===== src/rtl/car_direction_fsm.sv =====
// Car passage direction detector: synchronizes and debounces two beam sensors and
// tracks the blocking order to emit entry (inc), exit (dec) and error (err) pulses.
module car_direction_fsm #(
    parameter int unsigned DEBOUNCE_CYCLES = 4,
    parameter int unsigned TIMEOUT_CYCLES  = 1000
) (
    input  logic clk,
    input  logic reset_n,
    input  logic sensor_a,
    input  logic sensor_b,
    output logic inc,
    output logic dec,
    output logic err,
    output logic busy
);
    localparam logic [7:0]  DEB_LAST = 8'(DEBOUNCE_CYCLES - 1);
    localparam logic [15:0] TMO_LAST = 16'(TIMEOUT_CYCLES - 1);

    typedef enum logic [2:0] {
        IDLE, ENT_A, ENT_AB, ENT_B, EXT_B, EXT_BA, EXT_A, ERR
    } state_t;

    logic [1:0]  sync_a, sync_b;
    logic        filt_a, filt_b;
    logic [7:0]  cnt_a, cnt_b;
    logic [15:0] tmo_cnt;
    logic [1:0]  pair;
    logic        inc_next, dec_next, err_next;
    state_t      state, state_next;

    always_ff @(posedge clk or negedge reset_n) begin
        if (!reset_n) begin
            sync_a <= '0;
            sync_b <= '0;
        end else begin
            sync_a <= {sync_a[0], sensor_a};
            sync_b <= {sync_b[0], sensor_b};
        end
    end

    // Counter only runs while the synchronized level disagrees with the filtered one.
    always_ff @(posedge clk or negedge reset_n) begin
        if (!reset_n) begin
            filt_a <= 1'b0;
            cnt_a  <= '0;
        end else if (sync_a[1] == filt_a) begin
            cnt_a <= '0;
        end else if (cnt_a == DEB_LAST) begin
            filt_a <= sync_a[1];
            cnt_a  <= '0;
        end else begin
            cnt_a <= cnt_a + 8'd1;
        end
    end

    always_ff @(posedge clk or negedge reset_n) begin
        if (!reset_n) begin
            filt_b <= 1'b0;
            cnt_b  <= '0;
        end else if (sync_b[1] == filt_b) begin
            cnt_b <= '0;
        end else if (cnt_b == DEB_LAST) begin
            filt_b <= sync_b[1];
            cnt_b  <= '0;
        end else begin
            cnt_b <= cnt_b + 8'd1;
        end
    end

    assign pair = {filt_a, filt_b};
    assign busy = (state != IDLE);

    always_comb begin
        state_next = state;
        inc_next   = 1'b0;
        dec_next   = 1'b0;
        err_next   = 1'b0;
        case (state)
            IDLE: case (pair)
                2'b10: state_next = ENT_A;
                2'b01: state_next = EXT_B;
                2'b11: begin state_next = ERR; err_next = 1'b1; end
                default: ;
            endcase
            ENT_A: case (pair)
                2'b11: state_next = ENT_AB;
                2'b00: state_next = IDLE;
                2'b01: begin state_next = ERR; err_next = 1'b1; end
                default: ;
            endcase
            ENT_AB: case (pair)
                2'b01: state_next = ENT_B;
                2'b10: state_next = ENT_A;
                2'b00: begin state_next = ERR; err_next = 1'b1; end
                default: ;
            endcase
            ENT_B: case (pair)
                2'b00: begin state_next = IDLE; inc_next = 1'b1; end
                2'b11: state_next = ENT_AB;
                2'b10: begin state_next = ERR; err_next = 1'b1; end
                default: ;
            endcase
            EXT_B: case (pair)
                2'b11: state_next = EXT_BA;
                2'b00: state_next = IDLE;
                2'b10: begin state_next = ERR; err_next = 1'b1; end
                default: ;
            endcase
            EXT_BA: case (pair)
                2'b10: state_next = EXT_A;
                2'b01: state_next = EXT_B;
                2'b00: begin state_next = ERR; err_next = 1'b1; end
                default: ;
            endcase
            EXT_A: case (pair)
                2'b00: begin state_next = IDLE; dec_next = 1'b1; end
                2'b11: state_next = EXT_BA;
                2'b01: begin state_next = ERR; err_next = 1'b1; end
                default: ;
            endcase
            ERR: if (pair == 2'b00) state_next = IDLE;
            default: state_next = IDLE;
        endcase
        // Timeout overrides whatever the sensor pair would have done this cycle.
        if (state != IDLE && state != ERR && tmo_cnt == TMO_LAST) begin
            state_next = ERR;
            inc_next   = 1'b0;
            dec_next   = 1'b0;
            err_next   = 1'b1;
        end
    end

    always_ff @(posedge clk or negedge reset_n) begin
        if (!reset_n) begin
            state   <= IDLE;
            tmo_cnt <= '0;
            inc     <= 1'b0;
            dec     <= 1'b0;
            err     <= 1'b0;
        end else begin
            state   <= state_next;
            tmo_cnt <= (state == IDLE || state == ERR) ? '0 : tmo_cnt + 16'd1;
            inc     <= inc_next;
            dec     <= dec_next;
            err     <= err_next;
        end
    end
endmodule


===== config.mk =====
export PLATFORM = sky130hd
export DESIGN_NAME = car_direction_fsm
export DESIGN_NICKNAME = d
export VERILOG_FILES = /design/src/rtl/car_direction_fsm.sv
export SDC_FILE = /design/constraint.sdc
export NUM_CORES = 1
export LEC_CHECK = 0
export ABC_AREA = 1
export BUFFER_PORTS_ARGS = -buffer_cell sky130_fd_sc_hd__buf_2
export CAP_MARGIN = 20
export CORE_UTILIZATION = 45
export DETAILED_ROUTE_END_ITERATION = 8
export SYNTH_ARGS = -nofsm -noshare
export SYNTH_HDL_FRONTEND = slang
export SYNTH_SLANG_ARGS = --single-unit

===== constraint.sdc =====
create_clock -name clk -period 4.61 [get_ports clk]
set_input_delay 0.461 -clock clk [delete_from_list [all_inputs] [get_ports clk]]
set_output_delay 0.461 -clock clk [all_outputs]
set_load 0.03 [all_outputs]

==> key figures <==
STA
  • Measured slew at the worst slew-check pin: 600.7 ps
  • Relative slew slack: 59.67%
  • Setup TNS: 0 ps
  • Worst setup margin: 2673 ps
  • Max Clock Skew: 6.090 ps
  • Final Setup Violations: 0
  • Peak Freq: 0.5161 GHz
  • Final slew viol count: 0
  • Fin crit period: 1937 ps
  • Period utilisation layout: 42.03%
  • Unrepaired setup endpoints after global routing: no
  • Final Hold Viols: 0

Synthesis
  • Seq cells post-synth: 44
  • Share of the synthesized area in the top cell type: 44.20%
  • Post-synth design cell area: 2491 um2
  • Synth Instances: 318
  • Netlist cell types: 26
  • Synth Flop Type: dfrtp_1
  • Net count after synthesis: 332
  • Largest area contributor in the netlist: dfrtp_1
  • Ranking of synthesized cells by area: dfrtp_1, nand3_1, nor2_1
  • Post-synth ARST share: 100.0%
  • List of most frequent post-synthesis cells: nor2_1, nand2_1, dfrtp_1
  • Mapped Avg Cell Area: 7.834 um2
  • Ys Warns: 0
  • Post-synthesis sequential area ratio: 44.20%
  • Top-count cell post-synth: nor2_1
  • EDFF count, synth: 0

Clocking
  • CTS root buffer: clkbuf_8
  • Worst skew pair latency: 290 ps
  • Longest Clk Path Bufs: 2
  • Hold_buf cts: 0
  • CTS-repair resized insts: 0
  • Post-CTS Setup Repair Bufs: 0
  • Worst-path clk slew: 80 ps
  • CTS tree: done
  • CTS Buf Count: 5
  • Max H-tree Level: 2
  • CTS sink cnt: 44

Placement
  • GP Congestion: 0.8137
  • Worst slack at placement: 2852 ps
  • DP Area: 2576 um2
  • Port bufs: 7
  • Dpl cells: 391
  • Detailed Place HPWL: 3.445 mm

Cells and area
  • Util after Layout: 51.75%
  • Ant diodes: 0
  • Nets: 343
  • Fin cells: 400
  • Area Overhead vs Synth: 8.136%
  • Fraction of layout cells with a size suffix above 1: 11.52%
  • Design Area, Final: 2694 um2

Floorplan
  • Core Area: 5205 um2
  • I/O pins: 8
  • Starting Density: 47.86%
  • Row Count: 26
  • Die ar.: 5838 um2
  • Die Ht: 76.41 um
  • Die width: 76.41 um

Global route
  • First-pass GRT wire length: 8.293 mm
  • Largest net degree at the start of global routing: 45
  • Initial antenna violation count: 0
  • Grt met3 use: 3.234%
  • Vias in the first global route: 1,871
  • M1 GR Usage: 23.88%
  • GR Overflow Total: 0
  • GR Util met2: 27.93%
  • Grt peak-use layer: met2
  • Total GRT Usage: 17.66%

Routing
  • DRC errors left: 0
  • Final wirelength: 4.661 mm
  • Drt first pass iters: 4
  • Final antenna-violating net count: 0
  • First DRT Iteration DRCs: 155
  • Routed len/inst: 11.65 um
  • Vias post-DR: 2,011
  • Via density: 5.028

Job
  • Maxcap violations: 0

Critical path
  • Startpoint types: flop
  • Crit-path slowest cell: dfrtp_1
  • Critical Path End Type: primary output
  • CP peak stage delay: 620 ps
  • R2R Setup Slk: 2820 ps
  • Worst Path Required: 4150 ps
  • CP delay by family, top: flip-flops
  • CP Max Fanout: 15
  • Arr. time, crit path: 1480 ps
  • Critical path cell sequence: inv_2 > nand2_2 > buf_2
  • Worst setup path category: flop to primary output
  • CP bufs+invs: 2

Status
  • Status: completed

Power and ir drop
  • Pleak: 1.306 nW
  • VDD IR-drop max: 0.2624 mV
  • Pwr dens: 511.3 nW/um2

Worst hold path
  • Hold WC Path Type: primary input to asynchronous set/reset pin
==> registers in the layout, summed over array words and instances, names as in the netlist <==
register	flops
cnt_a	8
tmo_cnt	16
filt_b	1
sync_a	2
state	3
err	1
dec	1
cnt_b	8
sync_b	2
filt_a	1
inc	1
==> report_power, final <==
part           switching, W  internal [W]  total, W
combinational      0.000386      0.000199  0.000585
clock              0.000132      0.000121  0.000253
sequential        0.0000892      0.000450  0.000539
==> area by class of cell <==
| class | count | area [um2] |
|---|---|---|
| clock buffer | 6 | 82.58 |
| clock inverter | 2 | 15.01 |
| fill | 528 | 2511 |
| inverter | 47 | 176.4 |
| multi-input combinational | 223 | 1176 |
| sequential | 44 | 1101 |
| tap | 70 | 87.58 |
| timing repair buffer | 8 | 55.05 |
==> worst paths after layout <==
kind / to / cells past startpoint / start
max: busy / 3 / state[2]$_DFFE_PN0P_
min: tmo_cnt[14]$_DFF_PN0_ / 1 / reset_n
max reg2reg: state[2]$_DFFE_PN0P_ / 8 / state[2]$_DFFE_PN0P_
min reg2reg: sync_a[1]$_DFF_PN0_ / 0 / sync_a[0]$_DFF_PN0_
max in group asynchronous: cnt_a[1]$_DFF_PN0_ / 2 / reset_n
min in group clk: sync_a[0]$_DFF_PN0_ / 1 / sensor_a
==> cell usage in the layout (no fill, tap or decap) <==
| master | synthesis | routed |
|---|---|---|
| o21ai_0 | 11 | 11 |
| clkbuf_8 | 0 | 6 |
| ha_1 | 10 | 10 |
| o21ai_1 | 4 | 4 |
| nor2_4 | 6 | 6 |
| nand3b_1 | 2 | 2 |
| nand2_2 | 6 | 6 |
| nor2_2 | 2 | 2 |
| buf_2 | 0 | 7 |
| nand3_1 | 42 | 42 |
| a21oi_1 | 10 | 10 |
| or2_2 | 2 | 2 |
| nor4_1 | 1 | 1 |
| a211oi_1 | 1 | 1 |
| dfrtp_1 | 44 | 44 |
| buf_12 | 0 | 1 |
| nor2_1 | 50 | 50 |
| nand3_2 | 2 | 2 |
| xor2_1 | 4 | 4 |
| nand4_1 | 7 | 7 |
| xnor2_1 | 3 | 3 |
| inv_2 | 4 | 4 |
| nand2_1 | 49 | 49 |
| inv_1 | 43 | 43 |
| a31oi_1 | 2 | 2 |
| o211ai_1 | 1 | 1 |
| clkinvlp_4 | 0 | 2 |
| nor3_1 | 8 | 8 |
==> cells by family (layout without fill, tap and decap cells) <==
kind of cell,count (synthesis),in the layout,share of synthesized area (%)
fa+ha+maj,10,10,5.023
buf+inv,51,63,8.588
xor+xnor,7,7,2.461
simple gates,177,177,33.60
compound gates,29,29,6.128
flops,44,44,44.20
==> metal layers <==
metal  routed length (um)  up-vias
li1                     -     1045
met1                 2300      923
met2                 2139       34
met3                  143        9
met4                   78        0
met5                    0        -
==> metrics by stage <==
step | hold slack [ps] | power [W]
finish | 20.25 | 0.001377
global route | 17.21 | 0.001510
CTS | 256.8 | 0.001389
detailed placement | 334.7 | 0.001131
global placement | 333.6 | 0.001126
floorplan | 165.4 | 0.001015
Note: power is estimated with default switching activity, not from simulation.
